===== src/rtl/evm_pkg.sv =====
// Shared voting-machine types and defaults.
// Used by the ballot controller, counter bank and display.
package evm_pkg;

  typedef enum logic [2:0] {
    IDLE,
    ARMED,
    CAST,
    LOCK,
    RESULT
  } state_t;

  localparam int N_CAND_DEF = 4;
  localparam int CNT_W_DEF  = 10;
  localparam int LOCK_DEF   = 8;

  function automatic logic [3:0] popcnt8(
    input logic [7:0] v
  );
    logic [3:0] c;
    c = '0;
    for (int i = 0; i < 8; i++) begin
      c = c + {3'b000, v[i]};
    end
    return c;
  endfunction

endpackage


===== src/rtl/btn_edge_detect.sv =====
// Registered rising-edge detector for the candidate buttons.
// A button held across edges yields one event only.
module btn_edge_detect #(
  parameter int W = 4
) (
  input  logic         clk,
  input  logic         resetn,
  input  logic [W-1:0] btn,
  output logic [W-1:0] rise
);

  logic [W-1:0] btn_q;

  // Keep last cycle's button levels.
  always_ff @(posedge clk) begin
    if (!resetn) btn_q <= '0;
    else         btn_q <= btn;
  end

  assign rise = btn & ~btn_q;

endmodule


===== src/rtl/vote_controller.sv =====
// Ballot sequencer: arm, accept one press, pulse the
// counter, lock out; result mode muxes and clears counts.
module vote_controller
  import evm_pkg::*;
#(
  parameter int N_CAND      = N_CAND_DEF,
  parameter int CNT_W       = CNT_W_DEF,
  parameter int LOCK_CYCLES = LOCK_DEF
) (
  input  logic                      clk,
  input  logic                      resetn,
  input  logic                      ballot_en,
  input  logic [N_CAND-1:0]         cand_btn,
  input  logic                      mode_result,
  input  logic [$clog2(N_CAND)-1:0] result_sel,
  input  logic                      clear_req,
  input  logic [N_CAND*CNT_W-1:0]   count_val,
  output logic [N_CAND-1:0]         count_inc,
  output logic                      counter_clr,
  output logic                      ready_led,
  output logic                      voted_led,
  output logic                      invalid,
  output logic [CNT_W-1:0]          result_out
);

  localparam int LW = $clog2(LOCK_CYCLES + 1);

  state_t            state, next_state;
  logic [N_CAND-1:0] press;
  logic [3:0]        n_press;
  logic [N_CAND-1:0] sel_q, sel_d;
  logic [LW-1:0]     lock_cnt, cnt_d;
  logic              clr_q;
  logic [N_CAND-1:0] inc_d;
  logic              clr_d, ready_d, voted_d, inv_d;

  btn_edge_detect #(.W(N_CAND)) u_edge (
    .clk    (clk),
    .resetn (resetn),
    .btn    (cand_btn),
    .rise   (press)
  );

  assign n_press = popcnt8(8'(press));

  // State register and registered outputs.
  always_ff @(posedge clk) begin
    if (!resetn) begin
      state       <= IDLE;
      sel_q       <= '0;
      lock_cnt    <= '0;
      clr_q       <= 1'b0;
      count_inc   <= '0;
      counter_clr <= 1'b0;
      ready_led   <= 1'b0;
      voted_led   <= 1'b0;
      invalid     <= 1'b0;
    end else begin
      state       <= next_state;
      sel_q       <= sel_d;
      lock_cnt    <= cnt_d;
      clr_q       <= clear_req;
      count_inc   <= inc_d;
      counter_clr <= clr_d;
      ready_led   <= ready_d;
      voted_led   <= voted_d;
      invalid     <= inv_d;
    end
  end

  // Next state and next output values.
  always_comb begin
    next_state = state;
    sel_d      = sel_q;
    cnt_d      = lock_cnt;
    inv_d      = 1'b0;
    unique case (state)
      IDLE: begin
        if (mode_result)    next_state = RESULT;
        else if (ballot_en) next_state = ARMED;
      end
      ARMED: begin
        unique case (1'b1)
          (n_press == 4'd1): begin
            next_state = CAST;
            sel_d      = press;
          end
          (n_press > 4'd1): inv_d = 1'b1;
          default: ;
        endcase
      end
      CAST: begin
        next_state = LOCK;
        cnt_d      = LW'(LOCK_CYCLES - 1);
      end
      LOCK: begin
        if (lock_cnt == '0) next_state = IDLE;
        else cnt_d = lock_cnt - 1'b1;
      end
      RESULT: begin
        if (!mode_result) next_state = IDLE;
      end
      default: next_state = IDLE;
    endcase
    inc_d   = (next_state == CAST) ? sel_d : '0;
    ready_d = (next_state == ARMED);
    voted_d = (next_state == LOCK);
    clr_d   = (state == RESULT) &&
              (next_state == RESULT) &&
              clear_req && !clr_q;
  end

  // Display mux; zero outside result mode.
  always_comb begin
    result_out = '0;
    for (int i = 0; i < N_CAND; i++) begin
      if (state == RESULT && int'(result_sel) == i)
        result_out = count_val[i*CNT_W +: CNT_W];
    end
  end

endmodule

===== config.mk =====
export PLATFORM = sky130hd
export DESIGN_NAME = vote_controller
export DESIGN_NICKNAME = d
export VERILOG_FILES = /design/src/rtl/evm_pkg.sv /design/src/rtl/btn_edge_detect.sv /design/src/rtl/vote_controller.sv
export SDC_FILE = /design/constraint.sdc
export NUM_CORES = 1
export LEC_CHECK = 0
export BUFFER_PORTS_ARGS = -buffer_cell sky130_fd_sc_hd__buf_2
export CAP_MARGIN = 20
export CORE_AREA = 5 5 64 66
export CTS_CLUSTER_DIAMETER = 30
export DETAILED_ROUTE_END_ITERATION = 10
export DIE_AREA = 0 0 69 71
export PLACE_DENSITY = 0.71
export SETUP_SLACK_MARGIN = 0.3
export SLEW_MARGIN = 20
export SYNTH_ARGS = -nofsm -noshare
export SYNTH_HDL_FRONTEND = slang
export SYNTH_SLANG_ARGS = --single-unit
export TNS_END_PERCENT = 100

===== constraint.sdc =====
create_clock -name clk -period 4.7 [get_ports clk]
set_input_delay 0.94 -clock clk [delete_from_list [all_inputs] [get_ports clk]]
set_output_delay 0.94 -clock clk [all_outputs]
set_load 0.02 [all_outputs]

==> impl.org, run 1 <==
** Outcome
- The flow ran to the end, and the final reports show no timing, DRC or antenna violations.

** Clock network
- In this run the post-CTS setup repair buffer count came out at 0.
- Worst-skew pair later-pin latency :: 0.30 ns
- Clock tree root driver cell :: sky130_fd_sc_hd__clkbuf_4
- Clock tree from TritonCTS :: done
- Clock buffer depth :: 2
- The clock net in this run drives a total of 20 sinks.
- Clock transition at the register clock pins on the worst setup and hold paths after CTS :: 0.11 ns
- Number of buffers created by CTS :: 3
- Once the clock tree was built, the resizer swapped 0 gates to a different size.
- In this run, post-CTS hold repair placed 0 buffers.
- H-tree Lvls :: 1

** Drt
- Count of nets left with antenna violations after detail routing :: 0
- WL/cell :: 12.4 µm
- Post-detailed-routing wire length :: 2750 µm
- Dividing the detail-routed via count by the number of cells gives 4.83.
- The detailed router finished its first iteration with 26 violations.
- Routed via count :: 1,068
- The first detailed-routing pass ran for 4 iterations.
- Post-route DRC violation count :: 0

** Min path
- Hold Path End :: counter_clr
- The path class of the tightest hold or removal check is reg2reg.
- In this run the most critical hold path is launched from clr_q.
- Cell depth of the worst min-delay path :: 1

** Cells and area
- Number of filler cells placed in the layout :: 374
- Cells fill 43.6% of the core in the end.
- Most frequent standard cell in the layout excluding fill and tap cells :: sky130_fd_sc_hd__buf_2
- Layout cell share with drive strength beyond 1 :: 48.6%
- Count of nets after finishing :: 230
- Area added between synthesis and finish :: 34.5%
- 0 antenna diodes ended up in the layout.
- The finished cells cover 1540 µm².
- Commonest cells after routing, fill and taps aside :: sky130_fd_sc_hd__buf_2, sky130_fd_sc_hd__dfxtp_1, sky130_fd_sc_hd__and3_1

** Critical path
- Required time of the critical path :: 3.76 ns
- For this design, the slowest cell found on the critical path is sky130_fd_sc_hd__mux4_2.
- Critical path startpoint category :: input port
- Data on the critical path arrives at its endpoint at 2.11 ns.
- Along the worst path, the maximum fanout reaches 10.
- Counting stages on the worst path, the most repeated cell is sky130_fd_sc_hd__buf_2.
- Counting both buffers and inverters, the worst setup path holds a total of 2.
- Reg2Reg Capture Point :: count_inc[1]
- For this run, the slowest stage of the critical path takes 0.54 ns.
- Critical path cell sequence :: buf_2 > mux4_2 > and3_1 > buf_2
- The startpoint identified for the worst register-to-register timing path is u_edge.btn_q[3].
- CP Class :: in2out
- Internal reg-to-reg setup slack :: 2.44 ns
- Reg2reg path depth :: 9
- Among cell families on the critical path, the largest total delay comes from multiplexers.
- Element type at the critical path end :: output port

** GRT
- The first global-routing pass estimated 4750 µm of wire.
- Aggregate global routing overflow :: 0
- Initial antenna violation count :: 0
- Largest net degree at the start of global routing :: 17
- Total GRT Usage :: 11.6%
- The via count of the first global-routing pass was 1,157.

** STA
- Total Neg Setup Slack :: 0 ns
- Setup repair after global routing left no endpoint under its margin.
- The worst path in the final design needs a cycle of 3.05 ns, including I/O delays and setup.
- Setup ws final :: 1.65 ns
- Headroom to the max-slew limit came out at 60.4%.
- Fmax :: 328 MHz
- Setup violations remaining at the end of the flow were counted as 0.
- Final Hold Vio Count :: 0
- The worst path uses 64.9% of the clock period.
- Worst clock skew on the final layout :: 0.00530 ns
- The total count of max-transition violations in the final report was 0.
- For the pin with the worst max-slew slack, the measured transition is 0.591 ns.

** Floorplan
- The die is 69 µm wide.
- Number of core rows :: 22
- Full die area :: 4900 µm²
- Number of primary I/O pins :: 69
- Core Footprint :: 3520 µm²
- Die Y :: 71 µm
- Starting density of the core :: 32.5%

** Placed design
- Count of port buffers added during placement :: 68
- The congestion estimate from routability-driven global placement came to 0.701.
- DP HPWL :: 2400 µm
- Placed cell area :: 1500 µm²
- Prior to clock tree synthesis, the placed netlist has a worst setup slack of 1.62 ns.

** Logic synthesis
- After synthesis, the netlist uses 31 different library cells.
- The Yosys step of the flow raised 0 warnings.
- Proportion of synthesized chip area in sequential cells :: 35.0%
- Net count after synthesis :: 165
- A synthesized cell averages 10.5 µm².
- #FFs+latches synth :: 20
- The cell area that synthesis handed to floorplanning was 1140 µm².
- Synthesis produced 109 cells.

** Job
- Max-capacitance violation count :: 0

** Power and ir drop
- Power density over the cells :: 243 nW/µm²
- Peak supply drop :: 0.0000724 V
- Leakage Power :: 0.000805 µW
## Yosys cell counts
| cell | n | area share (%) |
|---|---|---|
| sky130_fd_sc_hd__o21a_1 | 2 | 1.3 |
| sky130_fd_sc_hd__o211a_1 | 2 | 1.8 |
| sky130_fd_sc_hd__o21ai_0 | 1 | 0.44 |
| sky130_fd_sc_hd__nor2b_1 | 5 | 2.7 |
| sky130_fd_sc_hd__nor4bb_1 | 1 | 0.88 |
| sky130_fd_sc_hd__nand2b_1 | 3 | 1.6 |
| sky130_fd_sc_hd__a31oi_2 | 1 | 1.1 |
| sky130_fd_sc_hd__nor3b_2 | 1 | 1.1 |
| sky130_fd_sc_hd__o22ai_1 | 1 | 0.55 |
| sky130_fd_sc_hd__and3_1 | 12 | 6.6 |
| sky130_fd_sc_hd__nand3_1 | 2 | 0.88 |
| sky130_fd_sc_hd__nand2_1 | 3 | 0.98 |
| sky130_fd_sc_hd__dfxtp_1 | 20 | 35 |
| sky130_fd_sc_hd__clkbuf_2 | 1 | 0.44 |
| sky130_fd_sc_hd__buf_2 | 3 | 1.3 |
| sky130_fd_sc_hd__nor3_1 | 1 | 0.44 |
| sky130_fd_sc_hd__nand3b_1 | 1 | 0.66 |
| sky130_fd_sc_hd__mux4_2 | 10 | 20 |
| sky130_fd_sc_hd__ha_1 | 4 | 4.4 |
| sky130_fd_sc_hd__o2bb2ai_1 | 1 | 0.77 |
| sky130_fd_sc_hd__and2_1 | 7 | 3.8 |
| sky130_fd_sc_hd__nor3b_1 | 3 | 2.0 |
| sky130_fd_sc_hd__or3b_1 | 1 | 0.77 |
| sky130_fd_sc_hd__inv_1 | 7 | 2.3 |
| sky130_fd_sc_hd__buf_6 | 1 | 0.98 |
| sky130_fd_sc_hd__nand4_1 | 2 | 1.1 |
| sky130_fd_sc_hd__clkbuf_1 | 3 | 0.98 |
| sky130_fd_sc_hd__fa_1 | 1 | 1.8 |
| sky130_fd_sc_hd__nor2_1 | 6 | 2.0 |
| sky130_fd_sc_hd__a21oi_1 | 2 | 0.88 |
| sky130_fd_sc_hd__a41o_1 | 1 | 0.88 |
## per-layer routing
layer,vias up,track usage (%),routed length (µm)
li1,519,-,-
met1,477,11.3,988
met2,66,21.0,1320
met3,6,6.53,400
met4,0,3.25,41
met5,-,0,0
## metrics by stage
| step | total power (µW) | hold WS, ns | cells |
|---|---|---|---|
| 6_report | 374 | 0.401 | 221 |
| 2_1_floorplan | 247 | 0.372 | 109 |
| 4_1_cts | 379 | 0.403 | 221 |
| 3_3_place_gp | 279 | 0.380 | 217 |
| 5_1_grt | 403 | 0.416 | 221 |
| 3_5_place_dp | 281 | 0.386 | 217 |
## kinds of logic (layout without fill, tap and decap cells)
group	Yosys count	count (layout)	synth area share, %
buffers and inverters	15	79	6.02
AO/OA/AOI/OAI	11	11	7.66
AND/OR/NAND/NOR	48	48	25.5
adder cells (fa/ha/maj)	5	5	6.13
flip-flops	20	20	35.0
multiplexers	10	10	19.7
## layout make-up
class / instances / area [µm²] / share of cell area (%)
Multi-Input combinational cell: 74 / 674 / 43.9
Sequential cell: 20 / 400 / 26.0
Timing Repair Buffer: 68 / 340 / 22.1
Tap cell: 48 / 60.1 / 3.91
Clock buffer: 4 / 36.3 / 2.36
Inverter: 7 / 26.3 / 1.71
## state kept, by name (all words and copies together) (netlist names)
| name | flops |
|---|---|
| counter_clr | 1 |
| invalid | 1 |
| ready_led | 1 |
| u_edge.btn_q | 4 |
| clr_q | 1 |
| count_inc | 4 |
| lock_cnt | 4 |
| state | 3 |
| voted_led | 1 |
## power by group
group	internal (µW)	switching [µW]	total [µW]	leakage, µW
clock network	47.2	50.5	97.8	0.0000210
logic	49.3	43.1	92.3	0.000621
registers	176	7.01	183	0.000163
total	273	101	374	0.000805
## how the worst max path moves through the flow
stage / depth (start not counted) / from / end / slack, ns
after floorplan: 3 / result_sel[0] / result_out[0] / 1.93
after global placement: 4 / result_sel[0] / result_out[6] / 1.65
after detailed placement: 9 / cand_btn[0] / count_inc[1] / 1.62
after CTS: 4 / result_sel[0] / result_out[5] / 1.63
after global routing: 4 / result_sel[0] / result_out[5] / 1.57
final: 4 / result_sel[0] / result_out[5] / 1.65
Note: power is estimated with default switching activity, not from simulation.
==> inputs of run 2 (changes only) <==
clock period = 3.1 ns   (was 4.7 ns; I/O delays follow)
==> run 2 against run 1 <==
  * Critical path type is now in2reg
  * Final area stayed put
  * Worst hold slack got worse by 0.0039 ns
  * Global-route usage grew 0.11 points
  * Register-to-register slack worse by 1.6 ns
  * Clock power rose by 52%
  * Setup slack worse by 0.97 ns
  * Via count is 0.75% higher
  * Sequential share of layout area did not move
  * Sequential power up 52%
  * First-iteration DRC count shrank 38%
  * Critical path depth is 5 higher
  * Largest power group unchanged
  * Wire length shrank 0.25%
  * Largest cell class unchanged
==> impl.org, run 2 (same netlist as run 1, synthesis figures left out) <==
** Cells and area
- Most frequent standard cell in the layout excluding fill and tap cells :: sky130_fd_sc_hd__buf_2
- The number of nets at the end of the flow came to 230 (unchanged).
- Commonest cells after routing, fill and taps aside :: sky130_fd_sc_hd__buf_2, sky130_fd_sc_hd__dfxtp_1, sky130_fd_sc_hd__and3_1
- Core occupancy in the finished layout :: 43.6% (unchanged)
- ANT cells :: 0 (unchanged)
- Area added between synthesis and finish :: 34.5% (unchanged)
- The largest registers in the layout are count_inc x4, lock_cnt x4, u_edge.btn_q x4.
- Layout cell share with drive strength beyond 1 :: 48.6% (unchanged)

** Critical path
- The number of cell instances on the worst register-to-register path is 9 (unchanged).
- Internal reg-to-reg setup slack :: 0.81 ns (-1.63 ns)
- Reg2Reg Capture Point :: count_inc[1]
- Largest fanout on the critical path :: 4 (-6)
- Destination of the critical timing path :: count_inc[1]
- By startpoint and endpoint, the worst setup path is classified as in2reg.
- Worst flop-to-flop path startpoint :: u_edge.btn_q[3]
- Data arrival at the endpoint of the critical path :: 2.65 ns (+0.54 ns)
- The required time of the worst setup path was 3.32 ns (-0.44 ns).
- Element type at the critical path end :: flip-flop
- In this run the worst setup path begins at cand_btn[0].
- Critical path startpoint category :: input port

** STA
- RSZ-0062 raised after global routing :: no
- Max Transition Viols Final :: 0 (unchanged)
- The setup-violating endpoint count in the final report was 0 (unchanged).
- After layout, the worst path uses 78.2% of the clock period.
- The worst-case headroom to the max-slew limit was 61.4% (+0.95 points).
- The worst-case hold slack was 0.397 ns (-0.00389 ns).
- Derived from the worst setup path, the maximum achievable clock frequency is 412 MHz.
- The count of final hold-check violations was 0 (unchanged).
- The worst path in the final design needs a cycle of 2.42 ns, including I/O delays and setup.
- Worst-Margin Slew :: 0.577 ns (-0.0141 ns)
- The total negative slack is 0 ns (unchanged).
- Worst clock skew on the final layout :: 0.00491 ns (-0.000388 ns)
- Setup ws final :: 0.675 ns (-0.973 ns)

** Power and ir drop
- Clock share of power :: 26.3% (about the same)
- Switching power :: 153 µW (+52%)
- The internal portion of total power came to 414 µW (+52%).
- Peak supply drop :: 0.000118 V (+63%)
- The total power per unit cell area was 369 nW/µm² (+52%).
- Share of power burned in registers :: 49.0% (about the same)
- The switching part of the total power came to 27.0% (+0.069 points).
- The leakage power came to 0.000805 µW (unchanged).
- The combinational group share of total power was 24.7% (about the same).

** GRT
- The overall track demand over capacity in global routing came to 11.7% (+0.11 points).
- Aggregate global routing overflow :: 0 (unchanged)
- The initial antenna violation count was 0 (unchanged).
- Global-route wire length before repair :: 4850 µm (+2.0%)
- Largest net degree at the start of global routing :: 17 (unchanged)
- The via count of the first global-routing pass is 1,187 (+2.6%).

** Floorplan
- The total die area came to 4900 µm² (unchanged).
- Core Footprint :: 3520 µm² (unchanged)
- Overall die width :: 69 µm (unchanged)
- Number of core rows :: 22 (unchanged)
- Die Y :: 71 µm (unchanged)
- Starting density of the core :: 32.5% (unchanged)
- Number of primary I/O pins :: 69 (unchanged)

** Min path
- Worst hold path class :: reg2reg

** Placed design
- The worst slack after detailed placement was 0.327 ns (-1.29 ns).
- The routability-driven placement congestion ratio is 0.701 (about the same).
- Count of port buffers added during placement :: 68 (unchanged)
- The total half-perimeter wirelength after legalization and detailed placement came to 2390 µm (-0.19%).

** Drt
- Post-route DRC violation count :: 0 (unchanged)
- First-pass iteration count of the detailed router :: 2 (-2)
- The wire length per cell is 12.4 µm (-0.25%).
- Post-detailed-routing wire length :: 2740 µm (-0.25%)
- The number of nets still failing antenna checks after routing was 0 (unchanged).
- Iteration-0 DRC Markers :: 16 (-38%)
- Via-to-Cell Ratio :: 4.87 (+0.75%)
- The via count was 1,076 (+0.75%).

** Clock network
- Clock tree synthesis selected as its root buffer the cell sky130_fd_sc_hd__clkbuf_4.
- Clock tree from TritonCTS :: done
- Clock net sink count :: 20 (unchanged)
- Number of buffers created by CTS :: 3 (unchanged)
- The post-CTS resize count came to 0 (unchanged).
- The quantity of hold-fixing buffers added after cts was 0 (unchanged).
- Worst-skew pair later-pin latency :: 0.30 ns (about the same)
- The deepest level of the CTS H-tree came to 1 (unchanged).
- The CTS clock-pin slew for the worst setup and hold paths was 0.11 ns (about the same).
- Clock buffer depth :: 2 (unchanged)
- The number of buffers inserted to repair setup after CTS is 0 (unchanged).

** Job
- Max-capacitance violation count :: 0 (unchanged)

** Outcome
- Outcome :: complete, no violations
## run 2: cell counts in the layout (fill, tap and decap cells not counted)
No cell type changed its count.
## run 2: through the flow
step	power, µW	area [µm²]	std cells
after floorplan	374	1140	109
after global placement	423	1500	217
after detailed placement	426	1500	217
after CTS	576	1540	221
after global routing	606	1540	221
final	567	1540	221
## run 2: power groups by stage
stage / registers, µW / clock network (µW) / logic [µW]
after floorplan: 281 / 0 / 92.9
after global placement: 284 / 0 / 139
after detailed placement: 284 / 0 / 142
after CTS: 278 / 155 / 143
after global routing: 281 / 167 / 158
final: 278 / 149 / 140
## run 2: layout make-up
class	instances	area (µm²)
Sequential cell	20	400
Timing Repair Buffer	68	340
Multi-Input combinational cell	74	674
Fill cell	385	1990
Tap cell	48	60.1
Clock buffer	4	36.3
Inverter	7	26.3
## run 2: how the worst min path moves through the flow
stage / from / to / slack [ns] / depth (start not counted)
4_1_cts: clr_q / counter_clr / 0.40 / 1
2_1_floorplan: clr_q / counter_clr / 0.37 / 1
3_5_place_dp: clr_q / counter_clr / 0.38 / 1
6_report: clr_q / counter_clr / 0.40 / 1
5_1_grt: clr_q / counter_clr / 0.41 / 1
3_3_place_gp: clr_q / counter_clr / 0.38 / 1
## run 2: metal layers
metal | routed length (µm) | GRT usage, % | vias to the layer above | part of all wire [%]
met1 | 990 | 12.0 | 485 | 36
met2 | 1310 | 21.4 | 68 | 48
met5 | 0 | 0 | - | 0
met3 | 404 | 4.97 | 4 | 15
li1 | - | - | 519 | -
met4 | 34 | 3.90 | 0 | 1.2
## run 2: critical path, stage by stage
cell                      delay [ns]
sky130_fd_sc_hd__buf_2          0.11
sky130_fd_sc_hd__nor2b_1        0.14
sky130_fd_sc_hd__fa_1           0.55
sky130_fd_sc_hd__ha_1           0.16
sky130_fd_sc_hd__inv_1          0.04
sky130_fd_sc_hd__ha_1           0.26
sky130_fd_sc_hd__nor3b_1        0.30
sky130_fd_sc_hd__nand3_1        0.21
sky130_fd_sc_hd__nor3b_1        0.24
